### src/rtl/dma_fifo_sched.sv
// dma_fifo_sched: round-robin write arbiter and credit-based read scheduler
// in front of a shared DMA staging FIFO with an OUTPUT_DELAY read pipe.
// Read data is re-timed through a small skid queue onto a valid/ready stream.
module dma_fifo_sched #(
    parameter int NREQ         = 4,
    parameter int WIDTH        = 128,
    parameter int OUTPUT_DELAY = 1,
    parameter int SKID_DEPTH   = OUTPUT_DELAY + 2
) (
    input  logic                      clk,
    input  logic                      rstn,
    input  logic                      clear_i,
    input  logic [NREQ-1:0]           req_valid_i,
    input  logic [NREQ*WIDTH-1:0]     req_data_i,
    output logic [NREQ-1:0]           req_ready_o,
    output logic                      fifo_write_o,
    output logic [WIDTH-1:0]          fifo_wdata_o,
    output logic                      fifo_read_o,
    output logic                      fifo_clear_o,
    input  logic [WIDTH-1:0]          fifo_rdata_i,
    input  logic                      fifo_full_i,
    input  logic                      fifo_empty_i,
    output logic                      out_valid_o,
    output logic [WIDTH-1:0]          out_data_o,
    input  logic                      out_ready_i,
    output logic [$clog2(NREQ)-1:0]   grant_id_o,
    output logic                      busy_o
);
    // state | meaning
    // RUN   | normal arbitration, reads and skid pushes
    // FLUSH | OUTPUT_DELAY cycles discarding the stale FIFO output pipe

    localparam int IDW = $clog2(NREQ);
    localparam int PW  = (SKID_DEPTH > 1) ? $clog2(SKID_DEPTH) : 1;
    localparam int CW  = $clog2(SKID_DEPTH + OUTPUT_DELAY + 1) + 1;
    localparam int FW  = $clog2(OUTPUT_DELAY + 1);

    typedef enum logic {RUN, FLUSH} state_t;

    state_t                  state, state_nxt;
    logic [FW-1:0]           flush_cnt, flush_cnt_nxt;
    logic [IDW-1:0]          rr_ptr, grant_idx, arb_cand;
    int                      arb_idx;
    logic                    grant_vld;
    logic                    run;
    logic [OUTPUT_DELAY-1:0] infl_pipe;
    logic [CW-1:0]           infl_cnt, skid_cnt, used;
    logic [WIDTH-1:0]        skid_mem [SKID_DEPTH];
    logic [PW-1:0]           head, tail;
    logic                    push, pop;

    assign run = (state == RUN);

    // Next state: clear always (re)enters FLUSH; FLUSH counts down to RUN
    always_comb begin
        state_nxt     = state;
        flush_cnt_nxt = flush_cnt;
        if (clear_i) begin
            state_nxt     = FLUSH;
            flush_cnt_nxt = FW'(OUTPUT_DELAY);
        end else if (state == FLUSH) begin
            if (flush_cnt == FW'(1)) begin
                state_nxt = RUN;
            end
            flush_cnt_nxt = flush_cnt - FW'(1);
        end
    end

    // Round-robin search starting just after the last granted requester
    always_comb begin
        grant_vld = 1'b0;
        grant_idx = '0;
        arb_idx   = 0;
        arb_cand  = '0;
        if (run && !clear_i && !fifo_full_i) begin
            for (int k = 1; k <= NREQ; k++) begin
                arb_idx  = (int'(rr_ptr) + k) % NREQ;
                arb_cand = IDW'(arb_idx);
                if (!grant_vld && req_valid_i[arb_cand]) begin
                    grant_vld = 1'b1;
                    grant_idx = arb_cand;
                end
            end
        end
    end

    // Write-port drive from the granted requester
    always_comb begin
        req_ready_o  = '0;
        fifo_wdata_o = '0;
        if (grant_vld) begin
            req_ready_o[grant_idx] = 1'b1;
            fifo_wdata_o           = req_data_i[int'(grant_idx)*WIDTH +: WIDTH];
        end
    end

    assign fifo_write_o = grant_vld;
    assign grant_id_o   = grant_idx;
    assign fifo_clear_o = clear_i;

    // Number of reads still travelling through the FIFO output pipe
    always_comb begin
        infl_cnt = '0;
        for (int i = 0; i < OUTPUT_DELAY; i++) begin
            infl_cnt = infl_cnt + CW'(infl_pipe[i]);
        end
    end

    // Credit counts the slot freed by a pop this cycle so the skid never overflows
    assign pop         = out_valid_o & out_ready_i;
    assign used        = skid_cnt + infl_cnt - CW'(pop);
    assign fifo_read_o = run & ~clear_i & ~fifo_empty_i & (used < CW'(SKID_DEPTH));
    assign push        = infl_pipe[OUTPUT_DELAY-1] & run & ~clear_i;

    assign out_valid_o = (skid_cnt != '0);
    assign out_data_o  = out_valid_o ? skid_mem[head] : '0;
    assign busy_o      = ~fifo_empty_i | (|infl_pipe) | out_valid_o | (state == FLUSH);

    // FSM state, flush timer and RR pointer (pointer survives clear)
    always_ff @(posedge clk or negedge rstn) begin
        if (!rstn) begin
            state     <= RUN;
            flush_cnt <= '0;
            rr_ptr    <= IDW'(NREQ - 1);
        end else begin
            state     <= state_nxt;
            flush_cnt <= flush_cnt_nxt;
            if (grant_vld) begin
                rr_ptr <= grant_idx;
            end
        end
    end

    // In-flight tracker mirrors the FIFO read-to-data delay
    always_ff @(posedge clk or negedge rstn) begin
        if (!rstn) begin
            infl_pipe <= '0;
        end else if (clear_i) begin
            infl_pipe <= '0;
        end else begin
            infl_pipe[0] <= fifo_read_o;
            for (int i = 1; i < OUTPUT_DELAY; i++) begin
                infl_pipe[i] <= infl_pipe[i-1];
            end
        end
    end

    // Skid queue pointers and occupancy
    always_ff @(posedge clk or negedge rstn) begin
        if (!rstn) begin
            head     <= '0;
            tail     <= '0;
            skid_cnt <= '0;
        end else if (clear_i) begin
            head     <= '0;
            tail     <= '0;
            skid_cnt <= '0;
        end else begin
            if (push) begin
                tail <= (tail == PW'(SKID_DEPTH - 1)) ? '0 : tail + PW'(1);
            end
            if (pop) begin
                head <= (head == PW'(SKID_DEPTH - 1)) ? '0 : head + PW'(1);
            end
            skid_cnt <= skid_cnt + CW'(push) - CW'(pop);
        end
    end

    // Skid storage, datapath only
    always_ff @(posedge clk) begin
        if (push) begin
            skid_mem[tail] <= fifo_rdata_i;
        end
    end

    a_no_skid_overflow: assert property (@(posedge clk) disable iff (!rstn)
        !(push && skid_cnt == CW'(SKID_DEPTH)));

endmodule

### config.mk
export PLATFORM = sky130hd
export DESIGN_NAME = dma_fifo_sched
export DESIGN_NICKNAME = d
export VERILOG_FILES = /design/src/rtl/dma_fifo_sched.sv
export SDC_FILE = /design/constraint.sdc
export NUM_CORES = 1
export LEC_CHECK = 0
export BUFFER_PORTS_ARGS = -buffer_cell sky130_fd_sc_hd__buf_2
export CAP_MARGIN = 20
export CORE_AREA = 3 3 359 361
export CTS_BUF_LIST = sky130_fd_sc_hd__clkbuf_2 sky130_fd_sc_hd__clkbuf_4 sky130_fd_sc_hd__clkbuf_8
export DETAILED_ROUTE_END_ITERATION = 8
export DIE_AREA = 0 0 362 364
export PLACE_DENSITY = 0.45
export SLEW_MARGIN = 20
export SYNTH_ARGS = -nofsm -noshare
export SYNTH_HDL_FRONTEND = slang
export SYNTH_SLANG_ARGS = --single-unit
### constraint.sdc
create_clock -name clk -period 10.5 [get_ports clk]
set_input_delay 1.05 -clock clk [delete_from_list [all_inputs] [get_ports clk]]
set_output_delay 1.05 -clock clk [all_outputs]
set_load 0.05 [all_outputs]
==> flow_metrics.tcl <==
set metrics [dict create \
    fin_crit_sh_pct 51.8 \
    gr-total-overflow 0 \
    die_height_um 364 \
    critical_path_arrival_ns 4.39 \
    critical_path_class "input pin to primary output" \
    crit_top_cell "buf_2" \
    peakVddDrop_uv 192 \
    rsz0062_at_grt "false" \
    synth.avg_cell_area_um2 12.8 \
    met2_usage_pct 27.8 \
    r2r_start "state$_DFF_PN0_" \
    drv_slew 0 \
    cts_max_level 3 \
    drt_drc_violations_left 0 \
    synthesis.area_um2 19300 \
    crit_path_start_kind "input pin" \
    cp_slowest_cell "a2111o_2" \
    p_total_mw 6.27 \
    worstPathRequired_ns 9.45 \
    path_cells "buf_2 > or3_1 > a2111o_2 > nand2_8 > buf_4 > o22ai_1 > buf_2" \
    slew_headroom_pct 39.5 \
    ios 917 \
    routabilityCongestion 1.07 \
    dp_slack_ns 5.06 \
    io_buffer_count 916 \
    grt_pass1_vias 16557 \
    cp_max_fo 68 \
    syn_nets 2165 \
    grt_pass1_wl_um 157000 \
    use_met1_pct 19.8 \
    yosysWarningCount 0 \
    vias 17042 \
    wl_per_cell_um 29.7 \
    drtIter0Drc 1173 \
    cts_tree "built" \
    hpwl_um 99900 \
    drv_cap 0 \
    max_stage_delay_ns 0.74 \
    clockBufferDepth 3 \
    grt_use_met3_pct 9.17 \
    clock_sinks 397 \
    layout_setup_ws_ns 5.06 \
    hold_path.class "input pin to async pin" \
    grt_start_max_net_pins 85 \
    vias_per_cell 4.06 \
    worst_slew_pin_slew_ns 0.908 \
    wirelength_um 125000 \
    clock.fmax_mhz 184 \
    synth_cell_types 39 \
    min_period_ns 5.44 \
    ys_ff_latch 397 \
    cts_buffers 74 \
    cp-end-kind "primary output" \
    power_density_nw_per_um2 230 \
    dr.pass1.iters 5 \
    drive_gt1_share_pct 43.7 \
    grt_busiest_layer "met2" \
    hold_viol 0 \
    grt_usage_pct 18.1 \
    core_um2 126000 \
    reg2regPathDepth 5 \
    holdBufCountCts 0 \
    die-area_um2 132000 \
    fin_tns_setup_ns 0 \
    clkSlewWorstSetupHoldPaths_ns 0.06 \
    clk_latency_ns 0.74 \
    leakagePower_nw 11.8 \
    cts_setup_buffers 0 \
    holdWs_ns 0.252 \
    cts_root_buf "clkbuf_8" \
    ant_nets 0 \
    outcome "finished, final reports clean" \
    synth_top_area_share_pct 59.7 \
    synth_most_common_cell "mux2i_1" \
    finalClockSkew_ns 0.0506 \
    ys_top_cells_by_count "mux2i_1 (387), edfxtp_1 (384), nor2_1 (268), a21oi_1 (135), o22ai_1 (129)" \
    synth-edff-count 384 \
    die_x_um 362 \
    rrSetupSlack_ns 6.99 \
    setup_viol_count_final 0 \
    ys_seq_area_share_pct 61.4 \
    syn_inst 1507 \
    nNetsFinal 3062 \
    ys.flop_type "edfxtp_1" \
    cts_resized 0 \
    num_rows 130 \
    synth_area_leaders "edfxtp_1 (60%), mux2i_1 (20%), nor2_1 (5.2%)" \
    r2r_end "skid_mem[2][57]$_DFFE_PP_" \
    synth_top_area_cell "edfxtp_1" \
    initial_core_util_pct 15.4 \
    area_delta_synth_final_pct 41.3 \
    async_reset_ff_share_pct 3.27 \
    antenna_found_initial 147 \
]
-- through the flow --
step                util [%]  cells  instance area, um2
finish                  21.7   4194               27300
global route            21.6   4144               27200
CTS                     21.5   4105               27100
detailed placement      20.4   3978               25700
global placement        20.4   3978               25700
floorplan                  -   1507               19300
-- cell type report --
class                           count  area [um2]
Fill cell                       13897       98400
Sequential cell                   397       11900
Multi-Input combinational cell    980        6890
Timing Repair Buffer              940        4800
Tap cell                         1650        2060
Clock buffer                       98        1200
Antenna cell                       89         223
Clock inverter                     29         204
Inverter                           11        42.5
-- per-layer routing --
metal / vias up / share of wire, %
met4: 54 / 6.7
li1: 7612 / -
met2: 884 / 44
met1: 8190 / 37
met3: 302 / 12
met5: - / 0.30
-- worst max-delay path by stage --
stage               slack [ns]       startpoint  depth (start not counted)                       end
finish                    5.06          clear_i                          7          fifo_wdata_o[29]
global placement          5.14          clear_i                          7          fifo_wdata_o[29]
detailed placement        5.06          clear_i                          7          fifo_wdata_o[29]
floorplan                 3.65          clear_i                          3  skid_mem[2][0]$_DFFE_PP_
global route              4.82  state$_DFF_PN0_                          6          fifo_wdata_o[29]
CTS                       4.96  state$_DFF_PN0_                          6          fifo_wdata_o[29]
-- placed cells by master (no fill, tap or decap), drive strengths merged, types with 4 or more instances in the layout --
cell,Yosys,final
a21oi,135,135
mux2i,387,387
nor2,268,268
clkbuf,48,98
nor2b,4,4
inv,10,14
clkinv,1,23
o22ai,129,129
ha,6,6
dfrtp,11,11
diode,0,89
nand3,4,4
buf,71,940
nand2,13,13
edfxtp,384,384
-- registers in the layout, summed over array words and instances (netlist names) --
signal and count:
rr_ptr 2, head 2, skid_mem 384, state 1, flush_cnt 1, tail 2
skid_cnt 4, infl_pipe 1
-- worst max-delay path, delay by kind of cell --
kind,cells,cell delay (ns)
and+or+nand+nor,2,0.97
AOI/OAI and AO/OA,2,1.05
buffers and inverters,3,1.15
-- where the power goes --
part	total (mW)	switching, mW	leakage (nW)	internal, mW
combinational	3.00	2.25	7.42	0.747
sequential	1.80	0.0373	3.61	1.77
clock	1.46	0.687	0.747	0.777
total	6.27	2.97	11.8	3.29
-- cells by family after synthesis --
group | Yosys count | synth area share (%)
flip-flops | 397 | 61.4
multiplexers | 387 | 20.1
AND/OR/NAND/NOR | 305 | 6.28
AO/OA/AOI/OAI | 275 | 8.11
buffers and inverters | 130 | 3.32
adder cells (fa/ha/maj) | 8 | 0.596
XOR/XNOR | 5 | 0.227
No activity file was read; power rests on OpenSTA's default activity.
